### src/rtl/fp_mac_pkg.sv
// Shared constants, controller state encoding and tag sizing for the FP32 MAC sequencer.
package fp_mac_pkg;

  localparam logic [31:0] FP_ONE  = 32'h3F80_0000;
  localparam logic [31:0] FP_ZERO = 32'h0000_0000;

  typedef enum logic [2:0] {
    ACCUM  = 3'd0,
    DRAIN  = 3'd1,
    REDUCE = 3'd2,
    RWAIT  = 3'd3,
    DONE   = 3'd4
  } state_e;

  // Tag travels with each issue as {reduce_flag, lane}.
  function automatic int tag_w(input int lanes);
    return $clog2(lanes) + 1;
  endfunction

endpackage

### src/rtl/fp_mac_seq_ctrl_if.sv
// Operand stream, datapath issue/return, and result channels of the MAC sequencer.
// slave = controller view; master = environment (source, datapath, consumer) view.
interface fp_mac_seq_ctrl_if #(
  parameter int LANES = 4,
  parameter int CNT_W = 16
);
  localparam int TAG_W = fp_mac_pkg::tag_w(LANES);

  logic             in_valid;
  logic             in_ready;
  logic [31:0]      in_a;
  logic [31:0]      in_b;
  logic             in_last;

  logic             mac_issue;
  logic [31:0]      mac_a;
  logic [31:0]      mac_b;
  logic [31:0]      mac_acc;
  logic [TAG_W-1:0] mac_tag;

  logic             res_valid;
  logic [31:0]      res_data;
  logic [TAG_W-1:0] res_tag;

  logic             out_valid;
  logic             out_ready;
  logic [31:0]      out_data;
  logic [CNT_W-1:0] out_count;
  logic             err_tag;

  modport slave (
    input  in_valid, in_a, in_b, in_last, res_valid, res_data, res_tag, out_ready,
    output in_ready, mac_issue, mac_a, mac_b, mac_acc, mac_tag,
           out_valid, out_data, out_count, err_tag
  );

  modport master (
    output in_valid, in_a, in_b, in_last, res_valid, res_data, res_tag, out_ready,
    input  in_ready, mac_issue, mac_a, mac_b, mac_acc, mac_tag,
           out_valid, out_data, out_count, err_tag
  );
endinterface

### src/rtl/fp_mac_lane_rf.sv
// Per-lane partial sums with pending bits; one result write port, bypassed issue read, reduce read.
// Zero-latency reads; the issue port reports a lane free when idle or its result returns this cycle.
module fp_mac_lane_rf #(
  parameter  int LANES = 4,
  localparam int LW    = $clog2(LANES)
) (
  input  logic          i_clk,
  input  logic          i_rst_n,
  input  logic          i_res_vld,
  input  logic [LW-1:0] i_res_lane,
  input  logic [31:0]   i_res_dat,
  input  logic          i_set_en,
  input  logic [LW-1:0] i_set_lane,
  input  logic          i_clr_all,
  input  logic [LW-1:0] i_rd_lane,
  output logic [31:0]   o_rd_dat,
  output logic          o_rd_free,
  input  logic [LW-1:0] i_rd2_lane,
  output logic [31:0]   o_rd2_dat,
  output logic          o_pend_any,
  output logic          o_stray
);

  logic [31:0]      r_part [LANES];
  logic [LANES-1:0] r_pend;
  logic             w_hit_wr;
  logic             w_bypass;
  logic [LANES-1:0] w_set;
  logic [LANES-1:0] w_clr;

  // Results for lanes not in flight are dropped so they cannot corrupt a sum.
  assign w_hit_wr = i_res_vld && r_pend[i_res_lane];
  assign o_stray  = i_res_vld && !r_pend[i_res_lane];
  assign w_bypass = w_hit_wr && (i_res_lane == i_rd_lane);

  assign o_rd_dat   = w_bypass ? i_res_dat : r_part[i_rd_lane];
  assign o_rd_free  = !r_pend[i_rd_lane] || w_bypass;
  assign o_rd2_dat  = r_part[i_rd2_lane];
  assign o_pend_any = |r_pend;

  assign w_set = i_set_en ? (LANES'(1) << i_set_lane) : '0;
  assign w_clr = w_hit_wr ? (LANES'(1) << i_res_lane) : '0;

  always_ff @(posedge i_clk or negedge i_rst_n) begin
    if (!i_rst_n) begin
      r_pend <= '0;
      for (int i = 0; i < LANES; i++) r_part[i] <= '0;
    end else begin
      r_pend <= (r_pend & ~w_clr) | w_set;
      if (i_clr_all) begin
        for (int i = 0; i < LANES; i++) r_part[i] <= '0;
      end else if (w_hit_wr) begin
        r_part[i_res_lane] <= i_res_dat;
      end
    end
  end

endmodule

### src/rtl/fp_mac_seq_ctrl.sv
// Dot-product sequencer: one MAC issue per beat round-robin over lanes, then serial lane reduction.
// Result in DONE is held until out_ready; operands stall only while the target lane is still in flight.
module fp_mac_seq_ctrl
  import fp_mac_pkg::*;
#(
  parameter int PIPE_LAT = 4,
  parameter int LANES    = 4,
  parameter int CNT_W    = 16
) (
  input logic              CLK,
  input logic              RESETn,
  fp_mac_seq_ctrl_if.slave bus
);

  localparam int LW    = $clog2(LANES);
  localparam int TAG_W = tag_w(LANES);

  if (LANES < PIPE_LAT) begin : g_cfg_chk
    $error("fp_mac_seq_ctrl: LANES must be >= PIPE_LAT");
  end

  state_e           r_state;
  state_e           w_state_nx;
  logic [LW-1:0]    r_lane_ptr;
  logic [LW-1:0]    r_k;
  logic [CNT_W-1:0] r_count;
  logic [31:0]      r_red;
  logic             r_err;

  logic             w_res_part;
  logic             w_res_red;
  logic             w_red_hit;
  logic             w_issue_acc;
  logic             w_clr_all;
  logic             w_lane_free;
  logic             w_pend_any;
  logic             w_stray;
  logic             w_k_last;
  logic             w_drain_done;
  logic [LW-1:0]    w_rd2_lane;
  logic [31:0]      w_rd_dat;
  logic [31:0]      w_rd2_dat;

  assign w_res_part   = bus.res_valid && !bus.res_tag[TAG_W-1];
  assign w_res_red    = bus.res_valid && bus.res_tag[TAG_W-1];
  assign w_red_hit    = w_res_red && (r_state == RWAIT);
  assign w_issue_acc  = (r_state == ACCUM) && bus.in_valid && w_lane_free;
  assign w_clr_all    = (r_state == DONE) && bus.out_ready;
  assign w_drain_done = (r_state == DRAIN) && !w_pend_any;
  assign w_k_last     = (r_k == LW'(LANES - 1));
  // DRAIN seeds the reduction with lane 0; REDUCE then walks lanes 1..LANES-1.
  assign w_rd2_lane   = (r_state == DRAIN) ? '0 : r_k;

  fp_mac_lane_rf #(.LANES(LANES)) u_lane_rf (
    .i_clk      (CLK),
    .i_rst_n    (RESETn),
    .i_res_vld  (w_res_part),
    .i_res_lane (bus.res_tag[LW-1:0]),
    .i_res_dat  (bus.res_data),
    .i_set_en   (w_issue_acc),
    .i_set_lane (r_lane_ptr),
    .i_clr_all  (w_clr_all),
    .i_rd_lane  (r_lane_ptr),
    .o_rd_dat   (w_rd_dat),
    .o_rd_free  (w_lane_free),
    .i_rd2_lane (w_rd2_lane),
    .o_rd2_dat  (w_rd2_dat),
    .o_pend_any (w_pend_any),
    .o_stray    (w_stray)
  );

  always_comb begin
    w_state_nx    = r_state;
    bus.in_ready  = 1'b0;
    bus.mac_issue = 1'b0;
    bus.mac_a     = FP_ZERO;
    bus.mac_b     = FP_ZERO;
    bus.mac_acc   = FP_ZERO;
    bus.mac_tag   = '0;
    bus.out_valid = 1'b0;
    bus.out_data  = FP_ZERO;
    bus.out_count = '0;
    case (r_state)
      ACCUM: begin
        bus.in_ready = w_lane_free;
        if (w_issue_acc) begin
          bus.mac_issue = 1'b1;
          bus.mac_a     = bus.in_a;
          bus.mac_b     = bus.in_b;
          bus.mac_acc   = w_rd_dat;
          bus.mac_tag   = {1'b0, r_lane_ptr};
          if (bus.in_last) w_state_nx = DRAIN;
        end
      end
      DRAIN: begin
        if (w_drain_done) w_state_nx = REDUCE;
      end
      REDUCE: begin
        // part[k]*1.0 + red reuses the MAC datapath as a plain adder.
        bus.mac_issue = 1'b1;
        bus.mac_a     = w_rd2_dat;
        bus.mac_b     = FP_ONE;
        bus.mac_acc   = r_red;
        bus.mac_tag   = {1'b1, {LW{1'b0}}};
        w_state_nx    = RWAIT;
      end
      RWAIT: begin
        if (w_red_hit) w_state_nx = w_k_last ? DONE : REDUCE;
      end
      DONE: begin
        bus.out_valid = 1'b1;
        bus.out_data  = r_red;
        bus.out_count = r_count;
        if (bus.out_ready) w_state_nx = ACCUM;
      end
      default: w_state_nx = ACCUM;
    endcase
  end

  always_ff @(posedge CLK or negedge RESETn) begin
    if (!RESETn) begin
      r_state    <= ACCUM;
      r_lane_ptr <= '0;
      r_k        <= '0;
      r_count    <= '0;
      r_red      <= FP_ZERO;
      r_err      <= 1'b0;
    end else begin
      r_state <= w_state_nx;
      if (w_issue_acc) begin
        r_lane_ptr <= r_lane_ptr + LW'(1);
        r_count    <= r_count + CNT_W'(1);
      end
      if (w_drain_done) begin
        r_red <= w_rd2_dat;
        r_k   <= LW'(1);
      end
      if (w_red_hit) begin
        r_red <= bus.res_data;
        if (!w_k_last) r_k <= r_k + LW'(1);
      end
      if (w_clr_all) begin
        r_count    <= '0;
        r_lane_ptr <= '0;
      end
      // A reduce-tagged result outside RWAIT has no matching issue either.
      if (w_stray || (w_res_red && (r_state != RWAIT))) r_err <= 1'b1;
    end
  end

  assign bus.err_tag = r_err;

endmodule

### src/flat_wrapper.sv
// flat-port wrapper written by rule: the top's interface ports become plain ports
module fp_mac_seq_ctrl_flat import fp_mac_pkg::*;
#(
  parameter int PIPE_LAT = 4,
  parameter int LANES    = 4,
  parameter int CNT_W    = 16
)
  (CLK, RESETn, bus_in_valid, bus_in_a, bus_in_b, bus_in_last, bus_res_valid, bus_res_data, bus_res_tag, bus_out_ready, bus_in_ready, bus_mac_issue, bus_mac_a, bus_mac_b, bus_mac_acc, bus_mac_tag, bus_out_valid, bus_out_data, bus_out_count, bus_err_tag);
  fp_mac_seq_ctrl_if #(.LANES(LANES), .CNT_W(CNT_W)) bus_i ();
  input logic CLK;
  input logic RESETn;
  input wire logic [$bits(bus_i.in_valid)-1:0] bus_in_valid;
  input wire logic [$bits(bus_i.in_a)-1:0] bus_in_a;
  input wire logic [$bits(bus_i.in_b)-1:0] bus_in_b;
  input wire logic [$bits(bus_i.in_last)-1:0] bus_in_last;
  input wire logic [$bits(bus_i.res_valid)-1:0] bus_res_valid;
  input wire logic [$bits(bus_i.res_data)-1:0] bus_res_data;
  input wire logic [$bits(bus_i.res_tag)-1:0] bus_res_tag;
  input wire logic [$bits(bus_i.out_ready)-1:0] bus_out_ready;
  output wire logic [$bits(bus_i.in_ready)-1:0] bus_in_ready;
  output wire logic [$bits(bus_i.mac_issue)-1:0] bus_mac_issue;
  output wire logic [$bits(bus_i.mac_a)-1:0] bus_mac_a;
  output wire logic [$bits(bus_i.mac_b)-1:0] bus_mac_b;
  output wire logic [$bits(bus_i.mac_acc)-1:0] bus_mac_acc;
  output wire logic [$bits(bus_i.mac_tag)-1:0] bus_mac_tag;
  output wire logic [$bits(bus_i.out_valid)-1:0] bus_out_valid;
  output wire logic [$bits(bus_i.out_data)-1:0] bus_out_data;
  output wire logic [$bits(bus_i.out_count)-1:0] bus_out_count;
  output wire logic [$bits(bus_i.err_tag)-1:0] bus_err_tag;
  assign bus_i.in_valid = bus_in_valid;
  assign bus_i.in_a = bus_in_a;
  assign bus_i.in_b = bus_in_b;
  assign bus_i.in_last = bus_in_last;
  assign bus_i.res_valid = bus_res_valid;
  assign bus_i.res_data = bus_res_data;
  assign bus_i.res_tag = bus_res_tag;
  assign bus_i.out_ready = bus_out_ready;
  assign bus_in_ready = bus_i.in_ready;
  assign bus_mac_issue = bus_i.mac_issue;
  assign bus_mac_a = bus_i.mac_a;
  assign bus_mac_b = bus_i.mac_b;
  assign bus_mac_acc = bus_i.mac_acc;
  assign bus_mac_tag = bus_i.mac_tag;
  assign bus_out_valid = bus_i.out_valid;
  assign bus_out_data = bus_i.out_data;
  assign bus_out_count = bus_i.out_count;
  assign bus_err_tag = bus_i.err_tag;
  fp_mac_seq_ctrl #(.PIPE_LAT(PIPE_LAT), .LANES(LANES), .CNT_W(CNT_W)) u_core (.CLK(CLK), .RESETn(RESETn), .bus(bus_i));
endmodule
### config.mk
export PLATFORM = sky130hd
export DESIGN_NAME = fp_mac_seq_ctrl_flat
export DESIGN_NICKNAME = d
export VERILOG_FILES = /design/src/rtl/fp_mac_pkg.sv /design/src/rtl/fp_mac_seq_ctrl_if.sv /design/src/rtl/fp_mac_lane_rf.sv /design/src/rtl/fp_mac_seq_ctrl.sv /design/src/flat_wrapper.sv
export SDC_FILE = /design/constraint.sdc
export NUM_CORES = 1
export LEC_CHECK = 0
export CAP_MARGIN = 15
export CORE_ASPECT_RATIO = 1.4
export CORE_MARGIN = 2
export CORE_UTILIZATION = 41
export CTS_CLUSTER_SIZE = 28
export DETAILED_ROUTE_END_ITERATION = 10
export HOLD_SLACK_MARGIN = 0.1
export PLACE_DENSITY = 0.68
export SLEW_MARGIN = 20
export SYNTH_ARGS = -nofsm -noshare
export SYNTH_HDL_FRONTEND = slang
export SYNTH_SLANG_ARGS = --single-unit
### constraint.sdc
create_clock -name CLK -period 2.75 [get_ports CLK]
set_input_delay 0.4125 -clock CLK [delete_from_list [all_inputs] [get_ports CLK]]
set_output_delay 0.4125 -clock CLK [all_outputs]
set_load 0.02 [all_outputs]
==> results.md, run 1 <==
- The critical path crosses 10 cells after its start point.
- The library cell used most frequently in the layout, excluding fill and tap cells, is nand2_1.
- The combinational share of power is 0.550.
- The number of synthesized flops with an enable pin is 0.
- The maximum number of pins on one net before global-route repair is between 80 and 90.
- The total via count after detailed routing is 11480.
- The quantity of I/O buffers inserted on ports is ~260.
- From bottom edge to top edge, the die measures a little under 200 um.
- The cell repeated most along the worst path is buf_12.
- The number of global-route vias before repair came to 10980.
- Clock tree synthesis selected as its root buffer the cell clkbuf_16.
- The routed design could run at a clock period as short as 3117 ps.
- The wire length reported by the detailed router is between 40000 and 50000 um.
- Setup repair after global routing could not meet its margin everywhere.
- The final reports fail on negative setup slack.
- In the global route stage, met3 resource usage came out at 0.04381.
- For this run, the post-layout net count is 1697.
- The ratio of final minimum period to clock period is 1.133.
- The latest clock arrival within the worst-skew pair is roughly 450 ps.
- Counting the buffers created by CTS gives 17.
- Data arrives at the worst endpoint at about 2700 ps.
- The via count normalized by instance count is just under 6.
- Synthesis inferred between 150 and 200 register bits.
- The initial antenna violation count came to 2.
- For this run, global-route usage on met1 was measured as 0.3362.
- The core footprint is approximately 0.027 mm^2.
- The count of nets left with antenna violations after detail routing is 0.
- The sum of internal, switching and leakage power is roughly 17000 uW.
- The H-tree generated during clock tree synthesis spans 4 levels.
- The detailed router finished its first iteration with 1307 violations.
- From synthesis to final layout, the design area changed by 48.67%.
- The flip-flop cell with the highest count after synthesis is dfrtp_1.
- In this run the horizontal extent of the chip is between 100 and 150 um.
- The endpoint of the most critical register-to-register path is u_core.r_count[5]$_DFFE_PN0P_.
- On the critical path, the stage with the largest delay is an instance of dfrtp_1.
- The critical path class is reg -> out.
- The startpoint identified for the worst register-to-register timing path is u_core.r_state[2]$_DFFE_PN0P_.
- In the layout the commonest cells are nand2_1, dfrtp_1, a21oi_1, buf_4, clkdlybuf4s50_1.
- The Yosys step of the flow raised 0 warnings.
- The tool flagged a number of max-cap violations equal to 0.
- The worst setup path is captured at an output pin.
- The share of total power dissipated in sequential elements is 0.300.
- The worst pin sits at a relative slew slack of 0.3136.
- The number of endpoints with negative hold slack in the final report is 0.
- The HPWL after detailed placement is around 26000 um.
- Across all setup checks in the final design, the least slack found is -366.8 ps.
- The number of primary I/O pins is ~260.
- Summed over all nets, the switching power comes to around 6900 uW.
- The average instance in the mapped netlist occupies between 8 and 9 um^2.
- The most used routing layer is met2.
- The worst reg-to-reg setup slack is approximately 190 ps.
- After synthesis the cells add up to 0.01107 mm^2.
- No sink is reached through more buffers than the 2 on the longest clock path.
- The required time of the critical path is around 2300 ps.
- The number of distinct standard cells referenced by the synthesized netlist is between 50 and 60.
- Among cell families on the critical path, the largest total delay comes from buffers and inverters.
- The congestion estimate from routability-driven global placement came to ~0.84.
- Internal power comes to about 10000 uW.
- In the global route stage, overall resource usage came out at 0.2746.
- Of the total power, the share spent switching nets is 0.4077.
- The floorplan step defined a die boundary enclosing approximately 0.028 mm^2.
- The maximum net fanout on the critical path is 7.
- The number of iterations in the first detailed-routing pass is 7.
- The global routing met2 resource utilization is 0.4756.
- The maximum vdd ir drop is between 0.0006 and 0.0007 V.
- The type of the tightest min-delay check is reg -> reg.
- The first-pass GRT wire length is 60020 um.
- The maximum clock frequency is ~0.32 GHz.
- The starting density of the core is 0.4138.
- The final worst clock skew is ~10 ps.
- After global routing the overflow that remains totals 0.
- The DRC violation count after routing is 0.
- In the synthesized netlist, the number of instances is ~1300.
- The share of cells above drive strength 1 is 0.2760.
- On the worst path, the slowest cell contributes a delay of about 400 ps.
- After filler insertion, the fill cell instance count of the layout stands at ~2200.
- The TritonCTS clock tree is yes.
- Setup violations remaining at the end of the flow were counted as 90.
- For the pin with the worst max-slew slack, the measured transition is approximately 1000 ps.
- The setup TNS is -13240 ps.
- Walking the worst path, the cells encountered are or2b_4 > o21ai_4 > buf_12 > buf_12 > buf_8 > mux2_4 > a222oi_1 > buf_4 > o21ai_2 > buf_6.
- The tree built by TritonCTS fans out to 188 sinks.
- The share of flip-flops with an asynchronous set or reset is 1.000.
- The final max-slew violation count is 0.
- The worst setup path is launched from a register.
- The clock slew at the register clock pins of the worst setup and hold paths is about 70 ps.
- The flow ran to the end, but the final reports show violations.
- For this design the static power due to leakage is ~0.0081 uW.
- The most critical setup path has its endpoint at bus_mac_a[10].
- The share of total power dissipated in the clock network is 0.150.
- The sequential cell area fraction in the yosys report is 0.4251.
- After detailed routing, the average wire length per cell comes to 21.46 um.
- The worst path buffer plus inverter count is 5.
- The ratio of total power to cell area is between 1000 and 1500 mW/mm^2.
- The number of nets handed over by synthesis was between 1000 and 1500.
- The count of cells along the worst register-to-register path is 9.
- The number of cell rows is between 70 and 80.
- The start point of the critical path is u_core.r_state[2]$_DFFE_PN0P_.
[power by group through the flow]
stage | Sequential, uW | Clock [uW] | Combinational [uW]
finish | 5070 | 2540 | 9300
global route | 5220 | 2670 | 9920
CTS | 4980 | 2560 | 8070
detailed placement | 5000 | 0 | 7960
global placement | 4920 | 0 | 7840
floorplan | 4650 | 0 | 4670
[state kept, by name, summed over array words and instances, names as in the netlist]
register,cells
u_core.r_count,16
u_core.bus.err_tag,1
u_core.u_lane_rf.r_part,128
u_core.r_lane_ptr,2
u_core.u_lane_rf.r_pend,4
u_core.r_state,3
u_core.r_k,2
u_core.r_red,32
[metrics by stage]
stage	setup slack, ps	util	area [um^2]	hold slack, ps	std cells
2_1_floorplan	47.43	-	11070	116.9	1260
3_3_place_gp	-647.5	0.5557	14860	449.4	1879
3_5_place_dp	-639.7	0.5557	14860	447.1	1879
4_1_cts	-413.4	0.5784	15460	463.3	1920
5_1_grt	-429.2	0.6150	16450	495.5	1965
6_report	-366.8	0.6152	16450	465.4	1967
[area by class of cell]
cell class | count | area, um^2 | share of cell area
antenna | 4 | 10.01 | 0.0006085
clock buffer | 21 | 460.4 | 0.02799
clock inverter | 11 | 131.4 | 0.007986
inverter | 8 | 30.03 | 0.001825
multi-input combinational | 956 | 6385 | 0.3881
sequential | 188 | 4708 | 0.2862
tap | 365 | 456.7 | 0.02776
timing repair buffer | 414 | 4269 | 0.2595
[cells by family after synthesis]
| group | count (synthesis) | share of synthesized area |
|---|---|---|
| flip-flops | 188 | 0.4251 |
| adder cells (fa/ha/maj) | 7 | 0.007915 |
| multiplexers | 103 | 0.1341 |
| XOR/XNOR | 3 | 0.002375 |
| AND/OR/NAND/NOR | 511 | 0.2101 |
| buffers and inverters | 116 | 0.04308 |
| AO/OA/AOI/OAI | 332 | 0.1773 |
[what timing repair did]
action,in CTS,in global routing
setup buffers,8,37
pin swaps,5,22
setup endpoints to repair,149,149
gates resized for setup,420,344
endpoints found under the hold margin,78,0
hold buffers,1,0
cloned,0,10
[synthesized netlist by cell type (10+ instances only)]
| master | number | area, um^2 |
|---|---|---|
| clkbuf_1 | 87 | 326.6 |
| nand3_1 | 10 | 50.05 |
| dfrtp_1 | 188 | 4705 |
| mux4_2 | 33 | 743.2 |
| o221ai_1 | 19 | 166.4 |
| a21oi_1 | 140 | 700.7 |
| a222oi_1 | 13 | 130.1 |
| nor2_1 | 13 | 48.80 |
| mux2_2 | 32 | 360.4 |
| or3_1 | 22 | 137.6 |
| and2_1 | 75 | 469.2 |
| a22oi_1 | 34 | 255.2 |
| nand2_1 | 353 | 1325 |
| mux2i_1 | 38 | 380.4 |
| o21ai_0 | 100 | 500.5 |
| buf_2 | 12 | 60.06 |
[per-layer routing]
metal,part of all wire,up-vias
met4,0.032,0
met2,0.52,575
met3,0.065,86
met5,0,-
li1,-,5100
met1,0.39,5723
[worst reg2reg max path, delay by kind of cell, from the launching register on]
family / cells / cell delay [ps]
AND/OR/NAND/NOR: 3 / 1190
buffers and inverters: 4 / 650
flip-flops: 1 / 400
AO/OA/AOI/OAI: 2 / 230
[worst min-delay path by stage]
stage | startpoint | endpoint | depth (start not counted)
after floorplan | RESETn | u_core.bus.err_tag$_DFFE_PN0P_ | 0
after global placement | u_core.bus.err_tag$_DFFE_PN0P_ | u_core.bus.err_tag$_DFFE_PN0P_ | 1
after detailed placement | u_core.bus.err_tag$_DFFE_PN0P_ | u_core.bus.err_tag$_DFFE_PN0P_ | 1
after CTS | u_core.bus.err_tag$_DFFE_PN0P_ | u_core.bus.err_tag$_DFFE_PN0P_ | 1
after global routing | u_core.bus.err_tag$_DFFE_PN0P_ | u_core.bus.err_tag$_DFFE_PN0P_ | 1
final | u_core.bus.err_tag$_DFFE_PN0P_ | u_core.bus.err_tag$_DFFE_PN0P_ | 1
Power figures use the tool's default switching activity.
==> run 2: changes to the inputs <==
==> constraint.sdc (replaced) <==
create_clock -name CLK -period 2.75 [get_ports CLK]
set_input_delay 0.4125 -clock CLK [delete_from_list [all_inputs] [get_ports CLK]]
set_output_delay 0.4125 -clock CLK [all_outputs]
set_load 0.1 [all_outputs]
==> results.md, run 2 (same netlist as run 1, synthesis figures left out) <==
- The flow ran to the end, but the final reports show violations.
- The checks that failed: negative setup slack.
- The met2 wirelength from detailed routing is 22970 um (+5.1%).
- The DRC marker count from the first detailed-route iteration is 1378 (+5.4%).
- The synthesis-to-layout area growth is 71.94%.
- The number of sinks driven by the clock tree is 188 (unchanged).
- The wire length reported by the detailed router is 44720 um (+6.0%).
- The ratio of total power to cell area is 1170 mW/mm^2 (+14%).
- The clock slew at the register clock pins of the worst setup and hold paths is 70 ps (about the same).
- The area of placed instances is 0.01678 mm^2 (+13%).
- The number of max-cap violations is 0 (unchanged).
- The routed wire length per instance is 22.78 um (+6.2%).
- The ratio of final minimum period to clock period is 1.159 (+0.02604).
- The CTS H-tree depth came to 4 (unchanged).
- The number of cell rows is 71 (unchanged).
- The detailed router used layers up to and including met5.
- The maximum vdd ir drop is 0.0007014 V (+13%).
- The worst reg-to-reg setup slack is 40 ps (-150 ps).
- The final max-slew violation count is 0 (unchanged).
- The arrival time reported for the critical path endpoint is 2780 ps (+80 ps).
- The leakage power figure was 0.007956 uW (-1.4%).
- The number of endpoints with negative hold slack in the final report is 0 (unchanged).
- The root cell of the clock tree is clkbuf_16.
- The transition time at the pin with the least slew margin came to 1125 ps (+97.41 ps).
- The startpoint type of the worst setup path is a register.
- The start point of the critical path is u_core.r_state[2]$_DFFE_PN0P_.
- By instance count, the cell type seen most on the critical path is buf_12.
- The area of the die is 0.02834 mm^2 (unchanged).
- The worst setup path is captured at an output pin.
- The x dimension of the die was 142.8 um (unchanged).
- The most flop-heavy register is u_core.u_lane_rf.r_part.
- The total via count after detailed routing is 11790 (+2.7%).
- The starting density of the core is 0.4138 (unchanged).
- The initial antenna violation count was 2 (unchanged).
- The number of nets in the layout came to 1697 (unchanged).
- The final setup slack of the worst path is -438.4 ps (-71.61 ps).
- The final-report setup violation count is 99 (+10%).
- The worst-case setup slack after placement is -252.1 ps (+387.6 ps).
- The remaining global-route overflow is 0 (unchanged).
- The count of nets left with antenna violations after detail routing is 0 (unchanged).
- In the layout the commonest cells are nand2_1, dfrtp_1, buf_12, a21oi_1, clkdlybuf4s50_1.
- The total length of routed met3 wires is 3909 um (+42%).
- The maximum number of pins on one net before global-route repair came to 79 (-6.0%).
- The final design area excluding fillers is 0.01903 mm^2 (+16%).
- The maximum clock frequency is 0.3136 GHz (-2.2%).
- The fill cell instance count of the final layout was 1751 (-22%).
- The number of flip-flops under the largest register name is 128 (unchanged).
- The DRC violation count after routing is 0 (unchanged).
- The cell count after placement is 1878 (-0.053%).
- The latest clock arrival within the worst-skew pair is 450 ps (about the same).
- The core footprint came to 0.02674 mm^2 (unchanged).
- The number of global-route vias before repair was 11780 (+7.3%).
- By startpoint and endpoint, the worst setup path is classified as reg -> out.
- The CTS buffer count was 17 (unchanged).
- The normalized max-slew margin is 0.2485 (-0.06509).
- The worst hold path begins at u_core.bus.err_tag$_DFFE_PN0P_.
- The share of cells above drive strength 1 came to 0.3698 (+0.09387).
- The final estimated routing congestion in global placement is 0.8576 (+2.7%).
- The number of iterations in the first detailed-routing pass is 9 (+2).
- Traced cell by cell, the critical path runs through or2b_1 > o21ai_4 > buf_12 > buf_12 > mux2_2 > a222oi_1 > buf_4 > o21ai_4 > buf_12.
- The fraction of the core area covered by cells at the end of the flow came to 0.7115 (+0.09630).
- The quantity of I/O buffers inserted on ports is 255 (unchanged).
- The number of primary I/O pins was 256 (unchanged).
- The height of the die was 198.4 um (unchanged).
- The required time of the critical path was 2340 ps (about the same).
- The detailed-routing wirelength on met1 is 15460 um (-4.9%).
- The worst register-to-register path begins at u_core.r_state[0]$_DFFE_PN0P_.
- The final worst clock skew is 14.02 ps (+3.559 ps).
- Setup repair after global routing could not meet its margin everywhere.
- The via count normalized by instance count is 6.007 (+2.9%).
- The number of buffers between clock root and the deepest sink is 2 (unchanged).
- The HPWL after detailed placement is 26530 um (+3.7%).
- The diode insertion count for antenna repair is 0 (-4).
- The path class of the tightest hold or removal check is reg -> reg.
- The post-route minimum period was 3188 ps (+71.60 ps).
- TritonCTS built the clock tree.
- The global-route usage over all layers was 0.3013 (+0.02668).
- The largest registers in the layout are u_core.u_lane_rf.r_part x128, u_core.r_red x32, u_core.r_count x16.
- Leaving out fill and tap cells, the most frequent cell in the layout is nand2_1.
- The final non-filler cell total is 1963 (-0.20%).
- The delay of the slowest cell on the worst path is 390 ps (about the same).
- The slowest stage cell on the critical path is dfrtp_1.
- The maximum net fanout on the critical path came to 6 (-1).
- The first-pass GRT wire length is 65570 um (+9.2%).
run 2: cell types whose count changed in the layout (fill, tap and decap cells not counted), moves of 17 or more:
cell	previous run	this run
nand2_1	351	332
o21ai_0	63	36
o21ai_1	18	1
o21ai_2	20	0
buf_4	125	94
nand2_2	2	19
buf_6	55	18
o21ai_4	2	66
and2_1	59	39
buf_2	33	0
buf_12	31	176
dlymetal6s2s_1	48	0
run 2: layout make-up:
cell class              count  area [um^2]  area share
multi-input cells         956         7227      0.3799
clock buffers              20        466.7     0.02453
inverters                   8        30.03    0.001578
well taps                 365        456.7     0.02400
repair buffers            414         5963      0.3134
flip-flops and latches    188         4707      0.2474
clock inverters            12        175.2    0.009207
run 2: timing repair:
action	4_1_cts	5_1_grt
pin swaps	14	66
hold buffers	1	0
setup endpoints to repair	100	106
gates cloned	12	8
buffers inserted	19	24
endpoints found under the hold margin	75	0
resized for setup	115	90
run 2: power by group:
part	internal, uW	switching (uW)	leakage (uW)
registers	3980	1090	0.00241
clock network	1530	1170	0.000317
logic	6260	8220	0.00523
run 2: final timing paths:
check                                                           endpoint  cells after the start
worst min-delay path                      u_core.bus.err_tag$_DFFE_PN0P_                      1
min in group asynchronous        u_core.u_lane_rf.r_part[80]$_DFFE_PN0P_                      2
worst max-delay path                                        bus_mac_a[4]                      9
worst max register to register            u_core.r_count[12]$_DFFE_PN0P_                     11
max in group asynchronous       u_core.u_lane_rf.r_part[108]$_DFFE_PN0P_                      3
worst min register to register            u_core.bus.err_tag$_DFFE_PN0P_                      1
run 2: through the flow:
stage / TNS, ps / hold WS (ps) / power (uW)
floorplan: -10070 / 116.9 / 12560
global placement: -11360 / 466.8 / 17040
detailed placement: -14790 / 466.1 / 17290
CTS: -20390 / 482.4 / 21020
global route: -25150 / 491.0 / 23130
finish: -19790 / 472.3 / 22260
run 2: critical path, delay by kind of cell (launching register included):
kind            cells  cell delay [ps]
simple gates        1              290
buf+inv             4              690
compound gates      3              630
flops               1              390
mux                 1              330
run 2: metal layers:
layer  GRT usage  vias to the layer above
li1            -                     5093
met2      0.5205                      735
met4      0.1669                        2
met3     0.05850                      185
met1      0.3500                     5777
met5           0                        -
==> run 3: changes to the inputs <==
--- a/config.mk
+++ b/config.mk
@@ -11,6 +11,7 @@
 export CORE_UTILIZATION = 41
 export CTS_CLUSTER_SIZE = 28
 export DETAILED_ROUTE_END_ITERATION = 10
+export GPL_ROUTABILITY_DRIVEN = 1
 export HOLD_SLACK_MARGIN = 0.1
 export PLACE_DENSITY = 0.68
 export SLEW_MARGIN = 20
==> results of run 3 <==
The final DEF is identical to that of run 2; final timing and power are the same.
